===== src/rtl/huffman_decoder_if.sv =====
// Table-load, code-word input and symbol output signals of the Huffman decoder.
// The master side drives the table and the code words; the slave side is the decoder.
interface huffman_decoder_if #(
  parameter int unsigned SYM_W  = 6,
  parameter int unsigned CODE_W = 8,
  parameter int unsigned LEN_W  = 4
);
  logic              tbl_write;
  logic [SYM_W-1:0]  tbl_symbol;
  logic [CODE_W-1:0] tbl_code;
  logic [LEN_W-1:0]  tbl_length;
  logic [31:0]       in_data;
  logic [5:0]        in_length;
  logic              in_valid;
  logic              in_ready;
  logic              flush;
  logic [SYM_W-1:0]  out_symbol;
  logic              out_valid;
  logic              out_ready;
  logic              code_error;
  logic [LEN_W-1:0]  pending_bits;

  modport master (
    output tbl_write, tbl_symbol, tbl_code, tbl_length,
    output in_data, in_length, in_valid, flush, out_ready,
    input  in_ready, out_symbol, out_valid, code_error, pending_bits
  );

  modport slave (
    input  tbl_write, tbl_symbol, tbl_code, tbl_length,
    input  in_data, in_length, in_valid, flush, out_ready,
    output in_ready, out_symbol, out_valid, code_error, pending_bits
  );
endinterface


===== src/rtl/huffman_decoder.sv =====
// Bit-serial Huffman decoder: shifts packed MSB-first code bits into a prefix and
// matches it against a writable code table every cycle.
module huffman_decoder #(
  parameter int unsigned SYM_W  = 6,
  parameter int unsigned CODE_W = 8,
  parameter int unsigned LEN_W  = 4
) (
  input logic              clock,
  input logic              reset,
  huffman_decoder_if.slave bus
);
  localparam int unsigned Depth = 2 ** SYM_W;

  typedef enum logic [0:0] {StIdle, StShift} state_e;

  state_e            state_q, state_d;
  logic [CODE_W-1:0] tbl_code_q [Depth];
  logic [LEN_W-1:0]  tbl_len_q  [Depth];
  logic [31:0]       word_q, word_d;
  logic [5:0]        bits_left_q, bits_left_d;
  // A full CODE_W-bit prefix never survives a step, so one bit less is stored.
  logic [CODE_W-2:0] acc_q, acc_d;
  logic [LEN_W-1:0]  acc_len_q, acc_len_d;
  logic [SYM_W-1:0]  out_symbol_q, out_symbol_d;
  logic              out_valid_q, out_valid_d;
  logic              code_error_q, code_error_d;

  logic              advance, bit_in, hit;
  logic [4:0]        bit_idx;
  logic [CODE_W-1:0] cand, mask;
  logic [LEN_W-1:0]  cand_len;
  logic [SYM_W-1:0]  hit_idx;

  always_comb begin
    bit_idx  = 5'(bits_left_q - 6'd1);
    bit_in   = word_q[bit_idx];
    cand     = {acc_q, bit_in};
    cand_len = acc_len_q + LEN_W'(1);
    mask     = '0;
    for (int i = 0; i < int'(CODE_W); i++) begin
      mask[i] = (i < int'(cand_len));
    end
    hit     = 1'b0;
    hit_idx = '0;
    // Descending scan so the lowest matching index is the one left standing.
    for (int k = int'(Depth) - 1; k >= 0; k--) begin
      if (tbl_len_q[k] == cand_len && ((tbl_code_q[k] ^ cand) & mask) == '0) begin
        hit     = 1'b1;
        hit_idx = SYM_W'(k);
      end
    end
  end

  always_comb begin
    state_d      = state_q;
    word_d       = word_q;
    bits_left_d  = bits_left_q;
    acc_d        = acc_q;
    acc_len_d    = acc_len_q;
    out_symbol_d = out_symbol_q;
    out_valid_d  = out_valid_q & ~bus.out_ready;
    code_error_d = 1'b0;
    advance      = (state_q == StShift) && (!out_valid_q || bus.out_ready);
    case (state_q)
      StIdle: begin
        if (bus.in_valid) begin
          word_d      = bus.in_data;
          bits_left_d = bus.in_length;
          if (bus.in_length != 6'd0) state_d = StShift;
        end else if (bus.flush) begin
          acc_d     = '0;
          acc_len_d = '0;
        end
      end
      StShift: begin
        if (advance) begin
          if (hit) begin
            out_symbol_d = hit_idx;
            out_valid_d  = 1'b1;
            acc_len_d    = '0;
          end else if (cand_len == LEN_W'(CODE_W)) begin
            code_error_d = 1'b1;
            acc_len_d    = '0;
          end else begin
            acc_d     = cand[CODE_W-2:0];
            acc_len_d = cand_len;
          end
          bits_left_d = bits_left_q - 6'd1;
          if (bits_left_q == 6'd1) state_d = StIdle;
        end
      end
      default: state_d = StIdle;
    endcase
  end

  always_ff @(posedge clock) begin
    if (reset) begin
      state_q      <= StIdle;
      word_q       <= '0;
      bits_left_q  <= '0;
      acc_q        <= '0;
      acc_len_q    <= '0;
      out_symbol_q <= '0;
      out_valid_q  <= 1'b0;
      code_error_q <= 1'b0;
    end else begin
      state_q      <= state_d;
      word_q       <= word_d;
      bits_left_q  <= bits_left_d;
      acc_q        <= acc_d;
      acc_len_q    <= acc_len_d;
      out_symbol_q <= out_symbol_d;
      out_valid_q  <= out_valid_d;
      code_error_q <= code_error_d;
    end
  end

  // Only the lengths need clearing: a zero length marks the entry invalid.
  always_ff @(posedge clock) begin
    if (reset) begin
      for (int k = 0; k < int'(Depth); k++) tbl_len_q[k] <= '0;
    end else if (bus.tbl_write) begin
      tbl_len_q[bus.tbl_symbol] <= bus.tbl_length;
    end
  end

  always_ff @(posedge clock) begin
    if (bus.tbl_write) tbl_code_q[bus.tbl_symbol] <= bus.tbl_code;
  end

  assign bus.in_ready     = (state_q == StIdle);
  assign bus.out_symbol   = out_symbol_q;
  assign bus.out_valid    = out_valid_q;
  assign bus.code_error   = code_error_q;
  assign bus.pending_bits = acc_len_q;
endmodule


===== src/flat_wrapper.sv =====
// flat-port wrapper written by rule: the top's interface ports become plain ports
module huffman_decoder_flat 
#(
  parameter int unsigned SYM_W  = 6,
  parameter int unsigned CODE_W = 8,
  parameter int unsigned LEN_W  = 4
)
  (clock, reset, bus_tbl_write, bus_tbl_symbol, bus_tbl_code, bus_tbl_length, bus_in_data, bus_in_length, bus_in_valid, bus_flush, bus_out_ready, bus_in_ready, bus_out_symbol, bus_out_valid, bus_code_error, bus_pending_bits);
  huffman_decoder_if #(.SYM_W(SYM_W), .CODE_W(CODE_W), .LEN_W(LEN_W)) bus_i ();
  input logic clock;
  input logic reset;
  input wire logic [$bits(bus_i.tbl_write)-1:0] bus_tbl_write;
  input wire logic [$bits(bus_i.tbl_symbol)-1:0] bus_tbl_symbol;
  input wire logic [$bits(bus_i.tbl_code)-1:0] bus_tbl_code;
  input wire logic [$bits(bus_i.tbl_length)-1:0] bus_tbl_length;
  input wire logic [$bits(bus_i.in_data)-1:0] bus_in_data;
  input wire logic [$bits(bus_i.in_length)-1:0] bus_in_length;
  input wire logic [$bits(bus_i.in_valid)-1:0] bus_in_valid;
  input wire logic [$bits(bus_i.flush)-1:0] bus_flush;
  input wire logic [$bits(bus_i.out_ready)-1:0] bus_out_ready;
  output wire logic [$bits(bus_i.in_ready)-1:0] bus_in_ready;
  output wire logic [$bits(bus_i.out_symbol)-1:0] bus_out_symbol;
  output wire logic [$bits(bus_i.out_valid)-1:0] bus_out_valid;
  output wire logic [$bits(bus_i.code_error)-1:0] bus_code_error;
  output wire logic [$bits(bus_i.pending_bits)-1:0] bus_pending_bits;
  assign bus_i.tbl_write = bus_tbl_write;
  assign bus_i.tbl_symbol = bus_tbl_symbol;
  assign bus_i.tbl_code = bus_tbl_code;
  assign bus_i.tbl_length = bus_tbl_length;
  assign bus_i.in_data = bus_in_data;
  assign bus_i.in_length = bus_in_length;
  assign bus_i.in_valid = bus_in_valid;
  assign bus_i.flush = bus_flush;
  assign bus_i.out_ready = bus_out_ready;
  assign bus_in_ready = bus_i.in_ready;
  assign bus_out_symbol = bus_i.out_symbol;
  assign bus_out_valid = bus_i.out_valid;
  assign bus_code_error = bus_i.code_error;
  assign bus_pending_bits = bus_i.pending_bits;
  huffman_decoder #(.SYM_W(SYM_W), .CODE_W(CODE_W), .LEN_W(LEN_W)) u_core (.clock(clock), .reset(reset), .bus(bus_i));
endmodule

===== config.mk =====
export PLATFORM = sky130hd
export DESIGN_NAME = huffman_decoder_flat
export DESIGN_NICKNAME = d
export VERILOG_FILES = /design/src/rtl/huffman_decoder_if.sv /design/src/rtl/huffman_decoder.sv /design/src/flat_wrapper.sv
export SDC_FILE = /design/constraint.sdc
export NUM_CORES = 1
export LEC_CHECK = 0
export BUFFER_PORTS_ARGS = -buffer_cell sky130_fd_sc_hd__buf_4
export CAP_MARGIN = 10
export CELL_PAD_IN_SITES_DETAIL_PLACEMENT = 1
export CELL_PAD_IN_SITES_GLOBAL_PLACEMENT = 1
export CORE_MARGIN = 4
export CORE_UTILIZATION = 52
export CTS_CLUSTER_SIZE = 8
export DETAILED_ROUTE_END_ITERATION = 6
export MAX_ROUTING_LAYER = met4
export PLACE_DENSITY_LB_ADDON = 0.1
export SLEW_MARGIN = 0
export SYNTH_ARGS = -nofsm -noshare
export SYNTH_HDL_FRONTEND = slang
export SYNTH_SLANG_ARGS = --single-unit

===== constraint.sdc =====
create_clock -name clock -period 7.2 [get_ports clock]
set_input_delay 0.36 -clock clock [delete_from_list [all_inputs] [get_ports clock]]
set_output_delay 0.36 -clock clock [all_outputs]
set_load 0.05 [all_outputs]

# --- Yosys cells after proc, flatten, opt, wreduce, memory -nomap -nowiden ---
# Memories as Yosys holds them, arrays and structs flattened.
# Cells that the tools add are included.
totals:
  ram_bits: 768
  word_cells: 527
  mem_count: 2
  reg_bits: 58
mem_list:
  columns: ["memory", "depth", "width", "read_ports", "rd_ports_with_merged_regs", "wr", "line_no", "source"]
  rows:
  - ["u_core.tbl_code_q", 64, 8, 64, 0, 1, "huffman_decoder.sv:17", "logic [CODE_W-1:0] tbl_code_q [Depth];"]
  - ["u_core.tbl_len_q", 64, 4, 64, 0, 64, "huffman_decoder.sv:18", "logic [LEN_W-1:0] tbl_len_q [Depth];"]
classes:
  n_mux: 163
  n_eq_ne: 72
  n_lt_le_gt_ge: 9
  bitwise: 132
  n_reduce_logical: 139
  n_addsub: 2
ops:
  columns: ["operator", "n"]
  rows:
  - ["bitwise AND 8 bit", 64]
  - ["logical NOT 8 bit", 64]
  - ["XOR 8 bit", 64]
  - ["2-to-1 mux 6 bit", 67]
  - ["equality test 4 bit", 64]
  - ["2-to-1 mux 1 bit", 80]
  - ["logical AND 1 bit", 65]
  - ["2-to-1 mux 7 bit", 5]
  - ["2-to-1 mux 4 bit", 6]
  - ["< comparator 3 x 4 -> 1 bit (first input constant)", 4]
  - ["one-hot mux 7 bit (2 select lines)", 1]
  - ["!= test 2 bit (second input constant)", 6]
  - ["one-hot mux 6 bit (2 select lines)", 1]
  - ["< comparator 1 x 4 -> 1 bit (first input constant)", 2]
  - ["< comparator 2 x 4 -> 1 bit (first input constant)", 2]
  - ["one-hot mux 4 bit (2 select lines)", 1]
  - ["OR reduction 4 bit", 2]
  - ["equality test 6 x 1 -> 1 bit (second input constant)", 1]
  - ["< comparator 5 x 6 -> 1 bit (second input constant)", 1]
  - ["AND reduction 3 bit", 2]
  - ["nonzero test 6 bit", 1]
  - ["subtractor 6 x 1 -> 6 bit (second input constant)", 1]
  - ["binary-select mux 1 bit (select 5 bit)", 1]
  - ["AND reduction 5 bit", 1]
  - ["other kinds (8)", 11]

# --- Depth between registers and ports, before layout ---
# Gate-level depths: netlist of run 1.
depth:
  word_depth: 74
  mapped_depth: 22

# --- Worst setup path after synthesis of run 1 ---
# OpenSTA, ideal clock, no wires.
synth_timing:
  path_type: "flip-flop to flip-flop"
  from: "register u_core.acc_len_q[0] (netlist: u_core.bus.pending_bits[0])"
  to: "register u_core.out_symbol_q[4] (netlist: u_core.bus.out_symbol[4])"
  stages_incl_launch_ff: 20
  t_arrival_ns: 4.906
  setup_time_ns: 0.071
  t_required_ns: 7.129
  setup_slack_ns: 2.223
  n_path_buf: 6
  period_less_slack_ns: 4.977
  path_cell_list: "dfxtp_1 -> buf_2 -> buf_2 -> buf_4 -> buf_2 -> inv_1 -> ha_1 -> buf_2 -> nand2b_1 -> a21oi_1 -> a211oi_2 -> clkbuf_1 -> o221ai_1 -> or4_1 -> o2111ai_1 -> nor4_2 -> nand4_4 -> o21ai_4 -> a311o_1 -> a21oi_1"
synth_between:
  elab_chain_cells: 70
  word_cells_on_any_way: 394
  classes_between: "add/sub: 1; order compare: 8; eq/ne: 64; mux: 128; bitwise: 64; reduce/logical: 129"
synth_lines:
  columns: ["element", "line_no", "source"]
  rows:
  - ["start, declared", "huffman_decoder.sv:23", "logic [LEN_W-1:0] acc_len_q, acc_len_d;"]
  - ["start signal, assigned", "huffman_decoder.sv:111", "acc_len_q <= acc_len_d;"]
  - ["adder 4 x 1 -> 4 bit *", "huffman_decoder.sv:38", "cand_len = acc_len_q + LEN_W'(1);"]
  - ["< comparator 1 x 4 -> 1 bit (tied with other cells)", "huffman_decoder.sv:41", "mask[i] = (i < int'(cand_len));"]
  - ["bitwise AND 8 bit", "huffman_decoder.sv:47", "if (tbl_len_q[k] == cand_len && ((tbl_code_q[k] ^ cand) & mask) == '0) begin"]
  - ["logical NOT 8 bit", "huffman_decoder.sv:47", null]
  - ["logical AND 1 bit", "huffman_decoder.sv:47", null]
  - ["2-to-1 mux 1 bit (64 in series)", "huffman_decoder.sv:47", null]
  - ["AND reduction 3 bit (no line)", null, null]
  - ["end signal, assigned", "huffman_decoder.sv:112", "out_symbol_q <= out_symbol_d;"]
  - ["end, declared", "huffman_decoder.sv:24", "logic [SYM_W-1:0] out_symbol_q, out_symbol_d;"]
# Mark *: on every way between the ends. The rest lies on a longest branch, timed or not.
# A chain may end at the register's enable or synchronous reset.

# --- Worst setup path after layout of run 1 ---
layout_timing:
  from: "register u_core.bits_left_q[0]"
  to: "register u_core.out_symbol_q[4] (netlist: u_core.bus.out_symbol[4])"
layout_between:
  elab_chain_cells: 72
  word_cells_on_any_way: 388
  classes_between: "add/sub: 1; mux: 130; bitwise: 128; reduce/logical: 129"
layout_lines:
  columns: ["element", "line_no", "source"]
  rows:
  - ["start, declared", "huffman_decoder.sv:20", "logic [5:0] bits_left_q, bits_left_d;"]
  - ["start signal, assigned", "huffman_decoder.sv:109", "bits_left_q <= bits_left_d;"]
  - ["subtractor 6 x 1 -> 6 bit *", null, null]
  - ["binary-select mux 1 bit (select 5 bit) *", "huffman_decoder.sv:36", "bit_in = word_q[bit_idx];"]
  - ["2-to-1 mux 1 bit (implied by the code) *", "huffman_decoder.sv:36", null]
  - ["XOR 8 bit", "huffman_decoder.sv:47", null]
  - ["bitwise AND 8 bit", "huffman_decoder.sv:47", null]
  - ["logical NOT 8 bit", "huffman_decoder.sv:47", null]
  - ["logical AND 1 bit", "huffman_decoder.sv:47", null]
  - ["2-to-1 mux 1 bit (64 in series)", "huffman_decoder.sv:47", null]
  - ["AND reduction 3 bit (no line)", null, null]
# Mark *: on every way between the ends. The rest lies on a longest branch, timed or not. The select of a mux whose other input is x is not followed.

==> results of run 1 <==
synth_stat cells (14+ instances only):
library cell | n | area share
a221oi_1 | 45 | 0.0094
nand2b_1 | 18 | 0.0027
nor2_1 | 189 | 0.017
o2111ai_1 | 40 | 0.0084
o221ai_1 | 29 | 0.0061
o21ai_0 | 87 | 0.010
nor3_1 | 96 | 0.011
a21oi_1 | 93 | 0.011
a311oi_1 | 37 | 0.0077
o21ai_1 | 27 | 0.0032
or2_2 | 74 | 0.011
dfxtp_1 | 58 | 0.028
o22ai_1 | 114 | 0.017
a211oi_1 | 27 | 0.0048
xnor2_1 | 427 | 0.089
and3_1 | 91 | 0.014
nand3_1 | 89 | 0.011
mux2i_1 | 14 | 0.0033
buf_2 | 98 | 0.012
xor2_1 | 248 | 0.052
edfxtp_1 | 768 | 0.55
clkbuf_1 | 116 | 0.010
and2_1 | 181 | 0.027
nand2_1 | 182 | 0.016
a32oi_1 | 17 | 0.0036
inv_1 | 59 | 0.0053
buf_4 | 18 | 0.0032
logic make-up after synthesis:
group	after synthesis
AO/OA/AOI/OAI	639
XOR/XNOR	677
adder cells (fa/ha/maj)	4
buffers and inverters	311
flip-flops	826
multiplexers	23
AND/OR/NAND/NOR	1010
sequential cells by signal (all words and copies together), names as in the netlist:
signal                   flops
u_core.bits_left_q           6
u_core.bus.code_error        1
u_core.bus.pending_bits      4
u_core.tbl_code_q          512
u_core.bus.out_valid         1
u_core.state_q               1
u_core.tbl_len_q           256
u_core.bus.out_symbol        6
u_core.word_q               32
u_core.acc_q                 7
layer usage:
layer	wire (um)	global-route usage	share of wire	vias up
li1	-	-	-	12829
met3	13650	0.06130	0.092	375
met1	59220	0.4600	0.40	15737
met2	68700	0.5470	0.46	1691
met4	6778	0.1430	0.046	0
met5	0	-	0	-
area by class of cell:
cell class / count / share of cell area
Clock buffer: 133 / 0.06242
Tap cell: 1050 / 0.02805
Inverter: 59 / 0.004728
Clock inverter: 8 / 0.002751
Timing Repair Buffer: 187 / 0.03379
Sequential cell: 826 / 0.5178
Antenna cell: 6 / 0.0003205
Multi-Input combinational cell: 2353 / 0.3502
how the worst min path moves through the flow:
stage / to / slack [ns] / cells after the start
CTS: u_core.bits_left_q[1] / 0.03 / 5
global route: u_core.bits_left_q[1] / 0.07 / 5
detailed placement: u_core.word_q[8] / 0.45 / 2
global placement: u_core.word_q[10] / 0.46 / 2
finish: u_core.bits_left_q[1] / 0.06 / 5
floorplan: u_core.word_q[26] / 0.43 / 2
what timing repair did:
| action | 4_1_cts | 5_1_grt |
|---|---|---|
| endpoints found under the setup margin | 0 | 0 |
| endpoints found under the hold margin | 35 | 0 |
| hold buffers | 35 | 0 |
power breakdown:
group | internal, mW | leakage, nW | total (mW) | switching, mW
combinational | 0.721 | 6.90 | 2.06 | 1.34
sequential | 5.37 | 7.52 | 5.46 | 0.0910
clock | 2.81 | 1.48 | 4.80 | 1.99
total | 8.90 | 15.9 | 12.3 | 3.42
worst reg2reg max path, cell delays in order, from the launching register on:
cell	delay, ns
dfxtp_1	0.55
inv_1	0.23
ha_1	0.82
mux2_2	0.41
o2111ai_1	0.36
o22ai_4	0.19
nor2_4	0.67
buf_4	0.66
o221a_2	0.34
o21bai_1	0.14
nor4_4	0.35
nand4_4	0.24
o21ai_4	0.39
a311o_1	0.19
a21oi_1	0.07
==> summary.txt, run 1 <==
CTS
  – CTS H-tree depth: 3
  – Reg clk slew, reported paths: about 0.05 ns
  – CTS Buf Count: 113
  – TritonCTS clock tree: built
  – Clock tree buffer depth: 3
  – Post-CTS Setup Bufs: 0
  – CTS resizes: 0
  – Later-pin clock latency in the skew report: 0.69 ns
  – Root buf cell: clkbuf_16
  – Sink Count: about 830

Critical path
  – Reg2Reg Depth: 14
  – Worst setup path start: u_core.bits_left_q[0]
  – Cell-by-cell trace of the critical path: inv_1 -> ha_1 -> mux2_2 -> o2111ai_1 -> o22ai_4 -> nor2_4 -> buf_4 -> o221a_2 -> o21bai_1 -> nor4_4 -> nand4_4 -> o21ai_4 -> a311o_1 -> a21oi_1
  – WP depth: 14
  – Worst setup path endpoint: u_core.bus.out_symbol[4]
  – Slowest cell delay on critical path: 0.82 ns
  – Setup crit start kind: flip-flop
  – CP Capture Type: flip-flop
  – CP required: 7.71 ns
  – R2r endpoint: u_core.bus.out_symbol[4]
  – Register-to-register setup slack: roughly 1.4 ns
  – RR Startpoint: u_core.bits_left_q[0]
  – Critical path buffers and inverters: 2
  – Crit-path leading delay family: compound AO/OA/AOI/OAI gates
  – Crit path arrival time: approximately 6.3 ns
  – Critical path fanouts, max: between 40 and 50
  – Worst-path cell with the longest stage delay: ha_1
  – Setup CP Type: reg -> reg

Timing
  – Rel. slew slack: 0.2027
  – Fin crit period: slightly below 6 ns
  – Final hold viol count: 0
  – Setup WS post-layout: 1.418 ns
  – Final hold slack: ~0.06 ns
  – Max-slew violation count: 0
  – Slew @ Worst Pin: 1.190 ns
  – F_max: roughly 170 MHz
  – Setup TNS: 0 ns
  – Final period util: 0.8031
  – Final setup viols: 0
  – Clock Skews: 0.03135 ns
  – RSZ-0062 raised after global routing: false

Synth
  – Synth Instances: between 3000 and 4000
  – Area share of fa/ha/maj cells after synthesis: 0.001194
  – Mux share of post-synthesis cell area: 0.005759
  – Async SR Flop Fraction: 0
  – Post-synthesis cell type count: ~100
  – Simple-Gate Fraction of Synth Area: 0.1293
  – Sequential area share after synthesis: 0.5777
  – Compound-gate portion of the synthesized area: 0.1104
  – Post-Syn Nets: between 3000 and 4000
  – Yosys reg bits: around 830
  – Synthesized area per cell: about 12 sq um
  – Post-synth EDFFs: 768
  – Synth Cell Area: 0.04193 sq mm
  – Primary FF master, synth: edfxtp_1
  – Post-Synth XOR/XNOR Area: 0.1420
  – Syn. warnings: 0
  – Largest family of logic cells by synthesized area: XOR/XNOR gates

Die
  – Die H: a little under 300 um
  – Core footprint: 0.07952 sq mm
  – IO Count: between 70 and 80
  – Starting Density: 0.5273
  – Die area: ~0.085 sq mm
  – Rows: between 100 and 150
  – Die Width: between 200 and 300 um

Pwr
  – Max VDD drop: between 0.2 and 0.25 mV
  – Total power draw: roughly 12 mW
  – Cell Pwr Density: roughly 260 mW/mm^2
  – Leak pwr: 15.91 nW

Route
  – Remaining routing DRC violations: 0
  – WL per Instance: between 30 and 40 um
  – Drt first pass iters: 6
  – DRT iter0 DRCs: roughly 3400
  – Vias per cell: approximately 6.6
  – DR vias: around 30000
  – Antenna Nets Post-Route: 0
  – WL final: 148400 um

Finish
  – Net count reported at finish: about 3600
  – Commonest non-fill, non-tap cell in the layout: edfxtp_1
  – Area growth syn-to-layout: 11.72%
  – Final core occ: 0.5891
  – Final std cells w/o fill: 4622
  – Layout cells sized above 1: 0.1234
  – FF+latch area: between 0.02 and 0.025 sq mm
  – Multi-input gate area: approximately 0.016 sq mm
  – Fill cells: 7838
  – Final instance area: around 0.047 sq mm
  – Leading cell types in the layout, fill and taps excluded: 768 x edfxtp_1, 426 x xnor2_1, 248 x xor2_1

Place
  – Port bufs: between 70 and 80
  – DP Area: between 0.04 and 0.05 sq mm
  – Pre-CTS WS: 1.519 ns
  – Post-placement cell count: approximately 4400
  – Hpwl dp: between 80000 and 90000 um
  – RD Place Congestion: 0.9469

GRT
  – Pin count of the biggest net entering global routing: a little under 90
  – Total track usage: 0.3512
  – GR Overflow Total: 0
  – Initial antenna violation count: 10
  – Global-route wire length before repair: between 200000 and 250000 um
  – Vias in the first global route: 31733

Run status
  – Outcome: completed

Flow run
  – Max-cap violations: 0

Hold path
  – Hold Path Class: in -> reg
  – Hold Crit Start: bus_in_length[1]
No activity file was read; power rests on OpenSTA's default activity.
==> run 2: changes to the inputs <==
--- a/config.mk
+++ b/config.mk
@@ -5,12 +5,13 @@
 export SDC_FILE = /design/constraint.sdc
 export NUM_CORES = 1
 export LEC_CHECK = 0
+export ABC_AREA = 1
 export BUFFER_PORTS_ARGS = -buffer_cell sky130_fd_sc_hd__buf_4
 export CAP_MARGIN = 10
 export CELL_PAD_IN_SITES_DETAIL_PLACEMENT = 1
 export CELL_PAD_IN_SITES_GLOBAL_PLACEMENT = 1
 export CORE_MARGIN = 4
-export CORE_UTILIZATION = 52
+export CORE_UTILIZATION = 46
 export CTS_CLUSTER_SIZE = 8
 export DETAILED_ROUTE_END_ITERATION = 6
 export MAX_ROUTING_LAYER = met4
==> constraint.sdc (replaced) <==
create_clock -name clock -period 5.1 [get_ports clock]
set_input_delay 0.255 -clock clock [delete_from_list [all_inputs] [get_ports clock]]
set_output_delay 0.255 -clock clock [all_outputs]
set_load 0.05 [all_outputs]
==> run 2 against run 1 <==
Effect of this change:
- the flow now finishes with violations (negative setup slack)
- sequential share of layout area down 0.23 points
- clock-buffer cell count up 28
- critical path depth up 48
- clock power up 43%
- flip-flop and latch count unchanged
- hold slack worse by 0.0088 ns
- clock skew down 0.0059 ns
- non-clock buffer count up 230
- synthesized area down 5.6%
- synthesized cell count up 3.5%
- maximum frequency up 3.3%
- global-route usage down 3.5 points
==> summary.txt, run 2 <==
Run status
  – Outcome: finished, violations left
  – Failing checks: negative setup slack

Timing
  – Final hold viol count: 0 (unchanged)
  – Final period util: 1.097 (+0.2940)
  – Fin crit period: 5.595 ns (-0.1872 ns)
  – RSZ-0062 raised after global routing: true
  – Setup WS post-layout: -0.4951 ns (-1.913 ns)
  – F_max: 178.7 MHz (+3.3%)
  – Final hold slack: 0.05096 ns (-0.008768 ns)
  – Rel. slew slack: 0.1746 (-0.02810)
  – Final setup viols: 1 (+1)
  – Slew @ Worst Pin: 1.238 ns (+0.04801 ns)
  – Clock Skews: 0.02549 ns (-0.005860 ns)
  – Max-slew violation count: 0 (unchanged)

Critical path
  – Crit path arrival time: 6.14 ns (-0.15 ns)
  – RR Startpoint: u_core.bus.pending_bits[0]
  – R2r endpoint: u_core.bus.out_symbol[0]
  – Crit path top cell by count: nand2_1
  – Setup CP Type: reg -> reg
  – Worst setup path start: u_core.bus.pending_bits[0]
  – Reg2Reg Depth: 62 (+48)
  – CP required: 5.65 ns (-2.06 ns)
  – Critical path fanouts, max: 28 (-33%)
  – Setup crit start kind: flip-flop
  – Slowest cell delay on critical path: 0.36 ns (-0.46 ns)
  – Crit-path leading delay family: simple AND/OR/NAND/NOR gates
  – Worst setup path endpoint: u_core.bus.out_symbol[0]
  – Critical path buffers and inverters: 2 (unchanged)
  – CP Capture Type: flip-flop
  – Register-to-register setup slack: -0.50 ns (-1.91 ns)
  – Worst-path cell with the longest stage delay: dfxtp_4
  – WP depth: 62 (+48)

CTS
  – CTS Buf Count: 113 (unchanged)
  – Clock tree buffer depth: 3 (unchanged)
  – TritonCTS clock tree: built
  – CTS H-tree depth: 3 (unchanged)
  – Root buf cell: clkbuf_16
  – Later-pin clock latency in the skew report: 0.67 ns (-0.02 ns)
  – Reg clk slew, reported paths: 0.05 ns (about the same)
  – Sink Count: 826 (unchanged)

Place
  – Hpwl dp: 86450 um (-3.3%)
  – Port bufs: 74 (unchanged)
  – Pre-CTS WS: -0.5525 ns (-2.072 ns)
  – RD Place Congestion: 0.9213 (-2.7%)

Pwr
  – Leak pwr: 17.81 nW (+12%)
  – Cell Pwr Density: 375.7 mW/mm^2 (+43%)
  – Max VDD drop: 0.2777 mV (+36%)

Finish
  – Layout cells sized above 1: 0.1725 (+0.04910)
  – Fill cells: 8865 (+13%)
  – Most flops, register: u_core.tbl_code_q
  – Largest register FFs: 512 (unchanged)
  – Leading cell types in the layout, fill and taps excluded: 768 x edfxtp_1, 646 x nand2_1, 474 x nor2_1
  – Commonest non-fill, non-tap cell in the layout: edfxtp_1
  – Regs by FF count: u_core.tbl_code_q (512), u_core.tbl_len_q (256), u_core.word_q (32)
  – Area growth syn-to-layout: 18.91%
  – Final core occ: 0.5519 (-0.03722)
  – Net count reported at finish: 3999 (+11%)

Hold path
  – Hold Path Class: in -> reg

Route
  – DRT iter0 DRCs: 2853 (-16%)
  – Antenna Nets Post-Route: 0 (unchanged)
  – DR vias: 29983 (-2.1%)
  – Drt first pass iters: 5 (-1)
  – Remaining routing DRC violations: 0 (unchanged)
  – WL final: 141500 um (-4.6%)
  – Vias per cell: 5.846 (-12%)
  – WL per Instance: 27.58 um (-14%)

GRT
  – Pin count of the biggest net entering global routing: 71 (-20%)
  – Initial antenna violation count: 4 (-6)
  – GR Overflow Total: 0 (unchanged)
  – Global-route wire length before repair: 205100 um (-4.6%)
  – Total track usage: 0.3159 (-0.03532)
  – Vias in the first global route: 31561 (-0.54%)

Synth
  – Primary FF master, synth: edfxtp_1
  – Synth Cell Area: 0.03958 sq mm (-5.6%)
  – Yosys reg bits: 826 (unchanged)
  – Post-synthesis cell type count: 63 (-38%)
  – Top cells by count, synth: 768 x edfxtp_1, 653 x nand2_1, 478 x nor2_1, 365 x xor2_1, 184 x xnor2_1
  – Sequential area share after synthesis: 0.6120 (+0.03426)
  – Post-Syn Nets: 3678 (+3.4%)
  – Cell taking the most area after synthesis: edfxtp_1
  – Post-synth EDFFs: 768 (unchanged)
  – Synth top area share: 0.5826 (+0.03262)
  – Async SR Flop Fraction: 0 (unchanged)
  – Synthesized area per cell: 10.96 sq um (-8.8%)
  – Most numerous cell in the Yosys netlist: edfxtp_1
  – Syn. warnings: 0 (unchanged)
  – Synth Instances: 3612 (+3.5%)
  – Synth area leaders: edfxtp_1 58%, xor2_1 8.1%, nand2_1 6.2%, nor2_1 4.5%, xnor2_1 4.1%

Die
  – Die Width: 301.3 um (+3.2%)
  – IO Count: 75 (unchanged)
  – Core footprint: 0.08528 sq mm (+7.3%)
  – Die area: 0.09081 sq mm (+6.5%)
  – Starting Density: 0.4641 (-0.06317)
  – Die H: 301.3 um (+3.2%)
  – Rows: 107 (+3.9%)

Flow run
  – Max-cap violations: 0 (unchanged)
[run 2: logic make-up after synthesis]
logic type / count (synthesis) / share of synthesized area
AND/OR/NAND/NOR: 1488 / 0.1596
XOR/XNOR: 549 / 0.1215
flip-flops: 826 / 0.6120
buffers and inverters: 297 / 0.03272
adder cells (fa/ha/maj): 4 / 0.001264
AO/OA/AOI/OAI: 448 / 0.07299
[run 2: how the worst min path moves through the flow]
stage,cells after the start,slack (ns),start,endpoint
3_3_place_gp,2,0.46,u_core.bus.out_symbol[3],u_core.bus.out_symbol[3]
5_1_grt,1,0.04,bus_tbl_code[1],u_core.tbl_code_q[58][1]
4_1_cts,1,0.03,bus_tbl_code[1],u_core.tbl_code_q[51][1]
2_1_floorplan,0,0.35,bus_tbl_code[0],u_core.tbl_code_q[0][0]
3_5_place_dp,2,0.46,u_core.bus.out_symbol[2],u_core.bus.out_symbol[2]
6_report,1,0.05,bus_tbl_code[1],u_core.tbl_code_q[61][1]
[run 2: layout make-up]
class / count / area, sq um / share of cell area
flip-flops and latches: 826 / 24260 / 0.5154
multi-input cells: 2490 / 14340 / 0.3046
repair buffers: 417 / 3616 / 0.07683
clock buffers: 161 / 3050 / 0.06481
well taps: 1144 / 1431 / 0.03041
inverters: 85 / 336.6 / 0.007151
clock inverters: 4 / 31.28 / 0.0006646
diodes: 2 / 5.005 / 0.0001063
[run 2: report_power, final]
part | leakage (nW) | switching [mW] | internal, mW
Clock | 1.49 | 2.81 | 4.05
Sequential | 7.52 | 0.113 | 7.59
Combinational | 8.80 | 1.95 | 1.17
Total | 17.8 | 4.87 | 12.8
[run 2: stage by stage]
step	instance area [sq um]	instances	setup TNS, ns	total power [mW]
after floorplan	39680	3612	-0.2808	9.566
after global placement	42990	4896	-0.7343	10.63
after detailed placement	42990	4896	-1.387	10.74
after CTS	46610	5109	-0.5266	17.63
after global routing	47060	5128	-1.139	18.32
final	47070	5129	-0.4951	17.68
[run 2: worst reg2reg max path: cells and delay by family (launching register included)]
kind,cells,cell delay [ns]
flip-flops,1,0.36
adder cells (fa/ha/maj),1,0.18
AND/OR/NAND/NOR,54,3.58
AO/OA/AOI/OAI,5,0.90
buffers and inverters,2,0.46
[run 2: routing by layer]
layer	GRT usage	vias to the layer above	part of all wire
met2	0.5329	1106	0.49
li1	-	13113	-
met1	0.3944	15479	0.40
met3	0.04780	285	0.069
met5	-	-	0
met4	0.09918	0	0.034
[run 2: repair_timing]
action                                  in CTS  in global routing
hold buffers                                45                  0
endpoints found under the setup margin       5                  7
pin swaps                                    4                 14
setup buffers                                3                 16
gates resized for setup                     15                 73
cloned                                       0                  3
hold endpoints to repair                    82                  0
